==> src/rtl/vga_frame_scanner.sv <==
// -----------------------------------------------------------------------------
// vga_frame_scanner
//
// Streams an 8-bit grayscale framebuffer out with VGA timing (640x480@60 by
// default). Position counters drive a synchronous framebuffer read. The
// visible/sync terms are delayed two clocks, so colour and sync leave the block
// aligned. A frame position reaches r/g/b/hsync/vsync two clocks after the
// counters held it. After NUM_FRAMES complete frames and a two-cycle pipeline
// drain, the sticky done flag rises.
//
// Build option:
//   VGA_SCALE2X_EN - when defined, the framebuffer is a half-resolution image.
//                    Each source pixel covers a 2x2 block on screen.
//                    Address = (vcnt>>1)*(H_VIS/2) + (hcnt>>1).
//                    When undefined (default), mapping is 1:1.
//                    Address = vcnt*H_VIS + hcnt.
//
// Ports:
//   clk          pixel clock
//   reset        synchronous, active-high reset
//   start        one-cycle pulse; accepted in IDLE and DONE only
//   mem_addr     framebuffer read address; holds its value while mem_rd_en=0
//   mem_rd_en    read strobe, high for visible positions while scanning
//   mem_data     read data, valid one clock after mem_addr/mem_rd_en
//   hsync/vsync  active-low sync outputs
//   r/g/b        pixel colour; all three carry the same grey level
//   pixel_valid  high while r/g/b carry a visible pixel
//   done         sticky frame-complete flag
// -----------------------------------------------------------------------------
module vga_frame_scanner #(
  parameter int H_VIS      = 640,
  parameter int H_FP       = 16,
  parameter int H_SYNC     = 96,
  parameter int H_BP       = 48,
  parameter int V_VIS      = 480,
  parameter int V_FP       = 10,
  parameter int V_SYNC     = 2,
  parameter int V_BP       = 33,
  parameter int NUM_FRAMES = 1,
  parameter int ADDR_W     = 19
) (
  input  logic              clk,
  input  logic              reset,
  input  logic              start,
  output logic [ADDR_W-1:0] mem_addr,
  output logic              mem_rd_en,
  input  logic [7:0]        mem_data,
  output logic              hsync,
  output logic              vsync,
  output logic [7:0]        r,
  output logic [7:0]        g,
  output logic [7:0]        b,
  output logic              pixel_valid,
  output logic              done
);

  localparam int H_TOT = H_VIS + H_FP + H_SYNC + H_BP;
  localparam int V_TOT = V_VIS + V_FP + V_SYNC + V_BP;
  localparam int HW    = $clog2(H_TOT);
  localparam int VW    = $clog2(V_TOT);
  localparam int FW    = $clog2(NUM_FRAMES + 1);

  // Counter-width copies of the timing boundaries keep every compare same-width.
  localparam logic [HW-1:0] H_LAST   = HW'(H_TOT - 1);
  localparam logic [HW-1:0] H_VIS_C  = HW'(H_VIS);
  localparam logic [HW-1:0] HS_BEG   = HW'(H_VIS + H_FP);
  localparam logic [HW-1:0] HS_END   = HW'(H_VIS + H_FP + H_SYNC);
  localparam logic [VW-1:0] V_LAST   = VW'(V_TOT - 1);
  localparam logic [VW-1:0] V_VIS_C  = VW'(V_VIS);
  localparam logic [VW-1:0] VS_BEG   = VW'(V_VIS + V_FP);
  localparam logic [VW-1:0] VS_END   = VW'(V_VIS + V_FP + V_SYNC);
  localparam logic [FW-1:0] F_LAST   = FW'(NUM_FRAMES - 1);

  typedef enum logic [1:0] {
    S_IDLE,
    S_RUN,
    S_FLUSH,
    S_DONE
  } state_t;

  state_t            state_reg;
  logic [HW-1:0]     hcnt_reg;
  logic [VW-1:0]     vcnt_reg;
  logic [FW-1:0]     frame_cnt_reg;
  logic              flush_cnt_reg;
  logic              done_reg;

  // Stage 0: combinational from the counters.
  logic              run0;
  logic              vis0;
  logic              hs0;
  logic              vs0;
  logic [ADDR_W-1:0] addr_calc;

  // Stage 1 and stage 2 (output) registers.
  logic              vis1_reg;
  logic              hs1_reg;
  logic              vs1_reg;
  logic              pixel_valid_reg;
  logic              hsync_reg;
  logic              vsync_reg;
  logic [7:0]        pix_reg;
  logic [ADDR_W-1:0] addr_last_reg;

  // ---------------------------------------------------------------------------
  // Control FSM and position counters
  // ---------------------------------------------------------------------------
  always_ff @(posedge clk) begin
    if (reset) begin
      state_reg     <= S_IDLE;
      hcnt_reg      <= '0;
      vcnt_reg      <= '0;
      frame_cnt_reg <= '0;
      flush_cnt_reg <= 1'b0;
      done_reg      <= 1'b0;
    end else begin
      case (state_reg)
        S_IDLE: begin
          if (start) begin
            state_reg     <= S_RUN;
            hcnt_reg      <= '0;
            vcnt_reg      <= '0;
            frame_cnt_reg <= '0;
          end
        end

        S_RUN: begin
          if (hcnt_reg == H_LAST) begin
            hcnt_reg <= '0;
            if (vcnt_reg == V_LAST) begin
              vcnt_reg      <= '0;
              frame_cnt_reg <= frame_cnt_reg + FW'(1);
              if (frame_cnt_reg == F_LAST) begin
                state_reg     <= S_FLUSH;
                flush_cnt_reg <= 1'b0;
              end
            end else begin
              vcnt_reg <= vcnt_reg + VW'(1);
            end
          end else begin
            hcnt_reg <= hcnt_reg + HW'(1);
          end
        end

        // Two idle cycles, so the last frame position leaves the output register.
        S_FLUSH: begin
          if (flush_cnt_reg) begin
            state_reg <= S_DONE;
          end else begin
            flush_cnt_reg <= 1'b1;
          end
        end

        S_DONE: begin
          done_reg <= 1'b1;
          if (start) begin
            state_reg     <= S_RUN;
            done_reg      <= 1'b0;
            hcnt_reg      <= '0;
            vcnt_reg      <= '0;
            frame_cnt_reg <= '0;
          end
        end

        default: state_reg <= S_IDLE;
      endcase
    end
  end

  // ---------------------------------------------------------------------------
  // Stage 0: visibility, sync and address. The address and sync terms are only
  // active while scanning. In every other state the sync terms are inactive and
  // reads stop.
  // ---------------------------------------------------------------------------
  assign run0 = (state_reg == S_RUN);
  assign vis0 = run0 && (hcnt_reg < H_VIS_C) && (vcnt_reg < V_VIS_C);
  assign hs0  = !(run0 && (hcnt_reg >= HS_BEG) && (hcnt_reg < HS_END));
  assign vs0  = !(run0 && (vcnt_reg >= VS_BEG) && (vcnt_reg < VS_END));

`ifdef VGA_SCALE2X_EN
  assign addr_calc = ADDR_W'(vcnt_reg >> 1) * ADDR_W'(H_VIS / 2) + ADDR_W'(hcnt_reg >> 1);
`else
  assign addr_calc = ADDR_W'(vcnt_reg) * ADDR_W'(H_VIS) + ADDR_W'(hcnt_reg);
`endif

  assign mem_rd_en = vis0;
  // Between reads, the bus keeps showing the last address that was issued.
  assign mem_addr  = vis0 ? addr_calc : addr_last_reg;

  // ---------------------------------------------------------------------------
  // Stages 1 and 2. The RAM returns data during stage 1, so the output register
  // gates mem_data with the stage-1 copy of the visible flag.
  // ---------------------------------------------------------------------------
  always_ff @(posedge clk) begin
    if (reset) begin
      vis1_reg        <= 1'b0;
      hs1_reg         <= 1'b1;
      vs1_reg         <= 1'b1;
      pixel_valid_reg <= 1'b0;
      hsync_reg       <= 1'b1;
      vsync_reg       <= 1'b1;
      pix_reg         <= 8'h00;
      addr_last_reg   <= '0;
    end else begin
      vis1_reg        <= vis0;
      hs1_reg         <= hs0;
      vs1_reg         <= vs0;
      pixel_valid_reg <= vis1_reg;
      hsync_reg       <= hs1_reg;
      vsync_reg       <= vs1_reg;
      pix_reg         <= vis1_reg ? mem_data : 8'h00;
      addr_last_reg   <= mem_addr;
    end
  end

  assign pixel_valid = pixel_valid_reg;
  assign hsync       = hsync_reg;
  assign vsync       = vsync_reg;
  assign r           = pix_reg;
  assign g           = pix_reg;
  assign b           = pix_reg;
  assign done        = done_reg;

endmodule
==> config.mk <==
export PLATFORM = sky130hd
export DESIGN_NAME = vga_frame_scanner
export DESIGN_NICKNAME = d
export VERILOG_FILES = /design/src/rtl/vga_frame_scanner.sv
export SDC_FILE = /design/constraint.sdc
export NUM_CORES = 1
export LEC_CHECK = 0
export ABC_AREA = 1
export CORE_ASPECT_RATIO = 1.25
export CORE_UTILIZATION = 23
export DETAILED_ROUTE_END_ITERATION = 16
export HOLD_SLACK_MARGIN = 0.05
export PLACE_DENSITY = 0.39
export SETUP_SLACK_MARGIN = 0.1
export SKIP_LAST_GASP = 1
export SYNTH_ARGS = -nofsm -noshare
export SYNTH_HDL_FRONTEND = slang
export SYNTH_SLANG_ARGS = --single-unit
==> constraint.sdc <==
create_clock -name clk -period 3.69 [get_ports clk]
set_input_delay 0.369 -clock clk [delete_from_list [all_inputs] [get_ports clk]]
set_output_delay 0.369 -clock clk [all_outputs]
set_load 0.005 [all_outputs]
==> results of run 1 <==
==> kinds of logic (layout without fill, tap and decap cells) <==
family,after synthesis,count (layout),synth area share (%)
adders and majority gates,29,29,10.9
and+or+nand+nor,229,229,30.9
DFF,58,58,33.6
AOI/OAI and AO/OA,53,53,8.87
buffers and inverters,101,153,13.4
xor gates and xnor gates,9,9,2.28
==> through the flow <==
step                      power [mW]  area [sq um]  instances  hold WS, ns  util, %
final                           2.92          4480        709        0.420     30.9
after global routing            3.15          4480        709        0.439     30.9
after CTS                       2.98          4400        708        0.430     30.3
after detailed placement        2.12          4100        694        0.402     28.2
after global placement          2.12          4100        694        0.396     28.2
after floorplan                 1.63          3450        479        0.389        -
==> final cells by class <==
cell class | count | area share [%]
clock buffers | 11 | 5.64
clock inverters | 3 | 0.893
inverters | 78 | 6.53
multi-input cells | 320 | 42.4
flip-flops and latches | 58 | 26.1
well taps | 178 | 4.97
repair buffers | 61 | 13.5
==> layer usage <==
| metal | up-vias | GRT usage, % |
|---|---|---|
| li1 | 1597 | - |
| met1 | 1377 | 12.9 |
| met2 | 41 | 19.7 |
| met3 | 2 | 2.84 |
| met4 | 0 | 4.55 |
| met5 | - | 0 |
==> power groups by stage <==
stage | logic [mW] | registers (mW) | clock network [mW]
after global placement | 1.30 | 0.811 | 0
final | 1.29 | 0.801 | 0.834
after CTS | 1.31 | 0.801 | 0.866
after detailed placement | 1.31 | 0.813 | 0
after floorplan | 0.827 | 0.801 | 0
after global routing | 1.45 | 0.813 | 0.893
==> synthesized netlist by cell type (all sizes together) <==
cell / count / area share [%]
buf: 20 / 4.6
nor3b: 3 / 1.1
or2: 8 / 1.5
nand3: 27 / 3.9
and2: 1 / 0.18
o21ai: 25 / 3.9
inv: 78 / 8.5
a21oi: 20 / 3.2
nand4: 8 / 1.6
nor4: 3 / 0.72
dfxtp: 58 / 34
nor3: 10 / 2.0
nand2: 99 / 11
nand3b: 5 / 1.1
o22ai: 2 / 0.36
xnor2: 5 / 1.3
o21a: 1 / 0.22
xor2: 4 / 1.0
clkbuf: 3 / 0.33
a31o: 1 / 0.25
o211ai: 2 / 0.43
nor2: 65 / 7.9
fa: 2 / 1.2
a211oi: 2 / 0.43
ha: 27 / 9.8
==> critical path: cells and delay by family, from the launching register on <==
kind                       cells  cell delay, ns
and+or+nand+nor                7            0.66
AOI/OAI and AO/OA              1            0.08
DFF                            1            0.37
buffers and inverters          3            0.62
adders and majority gates      3            1.01
==> repair_timing <==
action	CTS	global route
pin swaps	0	7
hold buffers	0	0
buffers inserted	0	1
endpoints found under the setup margin	2	5
gates resized for setup	1	20
==> worst paths after layout <==
path	start	endpoint	slack (ns)
setup reg to reg	vcnt_reg[0]$_SDFFE_PP0P_	addr_last_reg[18]$_SDFF_PP0_	1.32
hold reg to reg	hs1_reg$_SDFF_PP1_	hsync$_SDFF_PP1_	0.42
hold / removal	hs1_reg$_SDFF_PP1_	hsync$_SDFF_PP1_	0.42
setup / recovery	vcnt_reg[0]$_SDFFE_PP0P_	mem_addr[16]	0.26
==> qor.txt, run 1 <==
Final Max Slew Viols -> 0
Crit Path Class -> flip-flop to output port
RSZ-0062 raised after global routing -> yes
Gate power share -> 44.0%
antenna violations before repair -> 0
WP data required -> 3.32 ns
Clock Power Share -> 28.5%
die area -> 15500 sq um
Yosys reg bits -> 58
most frequent cells in the layout -> 95 x nand2_1, 70 x inv_1, 58 x clkdlybuf4s50_1, 57 x nor2_1, 52 x dfxtp_1
die height -> 139 microns
nets -> 568
register area share after synthesis -> 33.6%
layout cells sized above 1 -> 12.6%
die width -> 112 microns
routed wl met3 -> 278 microns
Skew-Pair Late Insertion Delay -> 0.33 ns
final period utilization -> 92.9%
vias in the first global route -> 2915
internal cell power -> 1.85 mW
final worst slack -> 0.262 ns
Final ANT Viol Nets -> 0
Synth Instances -> 479
Cell Pwr Density -> 652 nW/um^2
Static Leakage -> 1.97 nW
clk_skew -> 0.00485 ns
HPWL Detailed -> 6150 microns
top sig layer -> met4
Seq. cell area -> 1170 sq um
Critical Path Max Stage Delay -> 0.56 ns
via/cell ratio -> 4.26
met1 wire length -> 3660 microns
number of port buffers -> 58
ant diodes -> 0
r2r worst-path depth -> 14
Longest Clk Path Bufs -> 2
met2 routed WL -> 4220 microns
global route overflow -> 0
CTS sink cnt -> 58
commonest non-fill, non-tap cell in the layout -> nand2_1
max reg flops -> 19
Worst slew margin -> 60.7%
crit-path cells -> ha_1 -> ha_4 -> fa_2 -> nand2_2 -> inv_1 -> nand2_2 -> nor2_4 -> nand3_4 -> nor2_4 -> nand2_1 -> nand3_1 -> o21ai_2 -> inv_1 -> clkdlybuf4s50_1
DRC -> 4
largest net degree at the start of global routing -> 37
post-synthesis cell area -> 3450 sq um
CTS Buf Count -> 9
hold depth -> 1
Vias -> 3017
DRT Wirelength -> 8200 microns
Max IR drop VDD -> 0.276 mV
final count of hold timing violations -> 0
synth warn -> 0
crit path DAT -> 3.06 ns
sw frac -> 36.7%
overall fraction of global-route tracks in use -> 11.2%
syn avg cell area -> 7.21 sq um
Clock transition at path regs -> 0.05 ns
failing checks -> design-rule violations
Post-Syn Nets -> 519
multi-input logic area -> 1900 sq um
RD Place Congestion -> 0.751
Initial Util -> 23.8%
io pins -> 59
Critical Path Slowest Stage Cell -> fa_2
Rows -> 49
# setup viols final -> 0
Core Area -> 14500 sq um
DR WL/cell -> 11.6 microns
Synth-to-Final Area Change -> 29.8%
post-place setup slack -> 0.460 ns
First-pass DRT Iterations -> 10
post-synth cell types -> 38
min-delay worst type -> flip-flop to flip-flop
Slew @ Worst Pin -> 0.589 ns
P_sw -> 1.07 mW
CP startpoint kind -> flip-flop
Tmin final -> 3.43 ns
status -> finished with violations
fill count -> 1595
CTS tree -> built
max_cap viols -> 0
CP Capture Type -> output port
Max H-tree Level -> 3
first-pass GRT wire length -> 13800 microns
Starting DRT DRC Count -> 93
TNS Setup -> 0 ns
worst-path fanout max -> 6
clock root cell -> clkbuf_16
FMAX -> 0.292 GHz
sequential power share -> 27.4%
Note: power is estimated with default switching activity, not from simulation.
==> inputs of run 2 (changes only) <==
--- a/config.mk
+++ b/config.mk
@@ -12,6 +12,7 @@
 export HOLD_SLACK_MARGIN = 0.05
 export PLACE_DENSITY = 0.39
 export SETUP_SLACK_MARGIN = 0.1
+export SKIP_CTS_REPAIR_TIMING = 1
 export SKIP_LAST_GASP = 1
 export SYNTH_ARGS = -nofsm -noshare
 export SYNTH_HDL_FRONTEND = slang
==> run 2 against run 1 <==
Compared with the run above:
- the flow still finishes with violations (design-rule violations)
- clock power barely moved
- sequential share of layout area stayed put
- setup slack lost 0.0066 ns
- cell area unchanged
- sequential cell count did not move
- sequential power about the same
- critical path depth unchanged
- clock skew decreased by 0.00059 ns
- combinational power about the same
- register-to-register slack about the same
- critical path type unchanged
- largest power group unchanged
==> qor.txt, run 2 (synthesis gave the netlist of run 1 again) <==
HPWL Detailed -> 6150 microns
Static Leakage -> 1.97 nW
failing checks -> design-rule violations
sequential power share -> 27.4%
CTS Buf Count -> 9
RSZ-0062 raised after global routing -> yes
Initial Util -> 23.8%
commonest non-fill, non-tap cell in the layout -> nand2_1
Clock transition at path regs -> 0.05 ns
Clock Power Share -> 28.5%
DR WL/cell -> 11.6 microns
Longest Clk Path Bufs -> 2
overall fraction of global-route tracks in use -> 11.2%
Gate power share -> 44.0%
global route overflow -> 0
Cell Pwr Density -> 652 nW/um^2
antenna violations before repair -> 0
first-pass GRT wire length -> 13800 microns
Tmin final -> 3.43 ns
io pins -> 59
CTS sink cnt -> 58
worst-path fanout max -> 6
sw frac -> 36.7%
DRT Wirelength -> 8200 microns
P_sw -> 1.07 mW
Crit Path Class -> flip-flop to output port
First-pass DRT Iterations -> 12
ant diodes -> 0
max reg flops -> 19
WP data required -> 3.32 ns
Rows -> 49
crit path DAT -> 3.07 ns
hold depth -> 1
CTS tree -> built
layout cells sized above 1 -> 12.6%
post-route cell area -> 4480 sq um
Synth-to-Final Area Change -> 29.8%
number of port buffers -> 58
Max H-tree Level -> 3
# setup viols final -> 0
status -> finished with violations
DRC -> 4
Core Area -> 14500 sq um
final count of hold timing violations -> 0
Max IR drop VDD -> 0.277 mV
largest net degree at the start of global routing -> 37
Slew @ Worst Pin -> 0.591 ns
die area -> 15500 sq um
Seq. cell area -> 1170 sq um
Final ANT Viol Nets -> 0
final period utilization -> 93.1%
CP Capture Type -> output port
die height -> 139 microns
nets -> 568
multi-input logic area -> 1900 sq um
Vias -> 3027
fill count -> 1597
TNS Setup -> 0 ns
vias in the first global route -> 2915
die width -> 112 microns
Starting DRT DRC Count -> 93
Area after DPL -> 4100 sq um
Final Max Slew Viols -> 0
most frequent cells in the layout -> 95 x nand2_1, 70 x inv_1, 58 x clkdlybuf4s50_1, 57 x nor2_1, 52 x dfxtp_1
Worst slew margin -> 60.5%
max_cap viols -> 0
min-delay worst type -> flip-flop to flip-flop
CP startpoint kind -> flip-flop
Skew-Pair Late Insertion Delay -> 0.33 ns
RD Place Congestion -> 0.751
internal cell power -> 1.85 mW
via/cell ratio -> 4.27
clk_skew -> 0.00426 ns
r2r worst-path depth -> 14
clock root cell -> clkbuf_16
FMAX -> 0.291 GHz
-- run 2: cell counts in the layout (fill, tap and decap cells not counted) --
Identical to the previous run, type by type.
-- run 2: path summary, 6_finish.rpt --
| check | startpoint | endpoint | slack [ns] |
|---|---|---|---|
| worst min register to register | hs1_reg$_SDFF_PP1_ | hsync$_SDFF_PP1_ | 0.42 |
| worst min-delay path | hs1_reg$_SDFF_PP1_ | hsync$_SDFF_PP1_ | 0.42 |
| worst max-delay path | vcnt_reg[0]$_SDFFE_PP0P_ | mem_addr[16] | 0.26 |
| worst max register to register | vcnt_reg[0]$_SDFFE_PP0P_ | addr_last_reg[18]$_SDFF_PP0_ | 1.31 |
-- run 2: metrics by stage --
| step | hold WS [ns] | std cells | setup WS (ns) | util [%] | total power, mW |
|---|---|---|---|---|---|
| 4_1_cts | 0.430 | 708 | 0.0914 | 30.3 | 2.98 |
| 3_5_place_dp | 0.402 | 694 | 0.460 | 28.2 | 2.12 |
| 6_report | 0.421 | 709 | 0.256 | 30.9 | 2.92 |
| 3_3_place_gp | 0.396 | 694 | 0.489 | 28.2 | 2.12 |
| 5_1_grt | 0.439 | 709 | 0.0951 | 30.9 | 3.15 |
| 2_1_floorplan | 0.389 | 479 | 1.15 | - | 1.63 |
-- run 2: critical path, stage by stage (launching register included) --
cell and delay (ns):
dfxtp_1 0.38, ha_1 0.27, ha_4 0.18, fa_2 0.56, nand2_2 0.06, inv_1 0.06, nand2_2 0.07, nor2_4 0.14
nand3_4 0.10, nor2_4 0.13, nand2_1 0.06, nand3_1 0.10, o21ai_2 0.08, inv_1 0.07, clkdlybuf4s50_1 0.49
-- run 2: layer usage --
metal  routed length [microns]  part of all wire [%]  vias to the layer above  GRT usage [%]
met5                         0                     0                        -              0
met4                        92                   1.1                        0           4.55
met3                       272                   3.3                        6           2.84
met2                      4160                    51                       42           19.7
met1                      3680                    45                     1382           12.9
li1                          -                     -                     1597              -
-- run 2: area by class of cell --
class | instances | share of cell area [%]
clock buffers | 11 | 5.64
well taps | 178 | 4.97
inverters | 78 | 6.53
clock inverters | 3 | 0.893
repair buffers | 61 | 13.5
multi-input cells | 320 | 42.4
flip-flops and latches | 58 | 26.1
-- run 2: power groups by stage --
stage,sequential [mW],clock (mW),combinational (mW)
after floorplan,0.801,0,0.827
after global placement,0.811,0,1.30
after detailed placement,0.813,0,1.31
after CTS,0.801,0.866,1.31
after global routing,0.813,0.893,1.45
final,0.802,0.834,1.29
==> inputs of run 3 (changes only) <==
--- a/config.mk
+++ b/config.mk
@@ -7,11 +7,13 @@
 export LEC_CHECK = 0
 export ABC_AREA = 1
 export CORE_ASPECT_RATIO = 1.25
+export CORE_MARGIN = 2
 export CORE_UTILIZATION = 23
 export DETAILED_ROUTE_END_ITERATION = 16
+export GPL_ROUTABILITY_DRIVEN = 0
 export HOLD_SLACK_MARGIN = 0.05
 export PLACE_DENSITY = 0.39
-export SETUP_SLACK_MARGIN = 0.1
+export SETUP_SLACK_MARGIN = 0.05
 export SKIP_CTS_REPAIR_TIMING = 1
 export SKIP_LAST_GASP = 1
 export SYNTH_ARGS = -nofsm -noshare
==> run 3 against run 2 <==
Compared with the run above:
- the run now ends clean
- critical path type unchanged
- largest cell class unchanged
- combinational power is essentially flat
- sequential cell count unchanged
- sequential share of layout area rose by 0.086 points
- worst hold slack got worse by 0.0085 ns
- critical endpoint is now mem_addr[18]
- maximum frequency decreased by 0.61%
- clock-buffer cell count did not move
==> qor.txt, run 3 (synthesis gave the netlist of run 1 again) <==
HPWL Detailed -> 6340 microns
Max H-tree Level -> 3
final period utilization -> 93.6%
Vias -> 3027
CTS sink cnt -> 58
min-delay worst type -> flip-flop to flip-flop
number of port buffers -> 58
die width -> 114 microns
Skew-Pair Late Insertion Delay -> 0.34 ns
internal cell power -> 1.85 mW
Longest Clk Path Bufs -> 2
ant diodes -> 0
Core Area -> 14800 sq um
Area after DPL -> 4110 sq um
Rows -> 50
DR WL/cell -> 11.7 microns
Gate power share -> 43.8%
io pins -> 59
Final ANT Viol Nets -> 0
WP data required -> 3.32 ns
First-pass DRT Iterations -> 6
final count of hold timing violations -> 0
CP Capture Type -> output port
Worst slew margin -> 61.0%
DRT Wirelength -> 8370 microns
Initial Util -> 23.3%
sequential power share -> 27.5%
FMAX -> 0.289 GHz
largest net degree at the start of global routing -> 37
die height -> 141 microns
max reg flops -> 19
P_sw -> 1.07 mW
fill count -> 1618
max_cap viols -> 0
Synth-to-Final Area Change -> 29.5%
Clock transition at path regs -> 0.05 ns
Starting DRT DRC Count -> 87
Max IR drop VDD -> 0.233 mV
Clock Power Share -> 28.7%
vias in the first global route -> 2936
nets -> 568
worst-path fanout max -> 5
most frequent cells in the layout -> 96 x nand2_1, 70 x inv_1, 57 x nor2_1, 57 x clkdlybuf4s50_1, 51 x dfxtp_1
die area -> 16000 sq um
CTS Buf Count -> 9
DRC -> 0
status -> finished clean
layout cells sized above 1 -> 12.4%
Final Max Slew Viols -> 0
CTS tree -> built
crit path DAT -> 3.09 ns
Slew @ Worst Pin -> 0.585 ns
Crit Path Class -> flip-flop to output port
# setup viols final -> 0
sw frac -> 36.8%
post-route cell area -> 4470 sq um
Tmin final -> 3.46 ns
Static Leakage -> 1.98 nW
commonest non-fill, non-tap cell in the layout -> nand2_1
CP startpoint kind -> flip-flop
TNS Setup -> 0 ns
overall fraction of global-route tracks in use -> 11.1%
final hold slack -> 0.413 ns
total power -> 2.92 mW
clk_skew -> 0.00821 ns
first-pass GRT wire length -> 14000 microns
global route overflow -> 0
via/cell ratio -> 4.25
Cell Pwr Density -> 652 nW/um^2
antenna violations before repair -> 0
clock root cell -> clkbuf_16
RSZ-0062 raised after global routing -> no
==> run 3: routing by layer <==
| metal | vias up | global-route usage (%) | share of wire, % |
|---|---|---|---|
| met2 | 38 | 19.3 | 49 |
| met3 | 16 | 2.15 | 2.8 |
| met1 | 1373 | 12.6 | 45 |
| li1 | 1600 | - | - |
| met5 | - | 0 | 0 |
| met4 | 0 | 6.55 | 3.1 |
==> run 3: power by group through the flow <==
stage | logic (mW) | registers (mW) | clock network [mW]
after floorplan | 0.827 | 0.801 | 0
after global placement | 1.30 | 0.812 | 0
after detailed placement | 1.31 | 0.816 | 0
after CTS | 1.32 | 0.803 | 0.864
after global routing | 1.45 | 0.818 | 0.889
final | 1.28 | 0.803 | 0.836
==> run 3: critical path, cell delays in order, from the launching register on <==
cell,delay (ns)
dfxtp_2,0.40
ha_4,0.23
ha_4,0.16
fa_2,0.56
nand2_2,0.06
inv_1,0.05
nand2_1,0.07
nor2_2,0.16
nand3_2,0.14
nor2_4,0.14
nand3_1,0.07
nand3_1,0.08
nand2_1,0.08
inv_1,0.06
clkdlybuf4s50_1,0.49
==> run 3: layout make-up <==
type / instances / area, sq um / share of cell area [%]
sequential: 58 / 1170 / 26.2
clock inverter: 3 / 40.0 / 0.895
inverter: 78 / 293 / 6.55
tap: 182 / 228 / 5.09
timing repair buffer: 61 / 606 / 13.5
clock buffer: 11 / 253 / 5.65
multi-input combinational: 320 / 1880 / 42.1
==> run 3: final timing paths <==
path | startpoint | endpoint | slack [ns] | cells after the start
setup / recovery | vcnt_reg[3]$_SDFFE_PP0P_ | mem_addr[18] | 0.23 | 14
hold / removal | hs1_reg$_SDFF_PP1_ | hsync$_SDFF_PP1_ | 0.41 | 1
setup reg to reg | vcnt_reg[3]$_SDFFE_PP0P_ | addr_last_reg[16]$_SDFF_PP0_ | 1.21 | 13
hold reg to reg | hs1_reg$_SDFF_PP1_ | hsync$_SDFF_PP1_ | 0.41 | 1
==> run 3: per-stage QoR <==
| stage | worst slack [ns] | cells | util, % |
|---|---|---|---|
| 2_1_floorplan | 1.15 | 479 | - |
| 3_3_place_gp | 0.500 | 698 | 27.7 |
| 3_5_place_dp | 0.452 | 698 | 27.7 |
| 4_1_cts | 0.0719 | 712 | 29.7 |
| 5_1_grt | 0.0593 | 713 | 30.2 |
| 6_report | 0.235 | 713 | 30.2 |
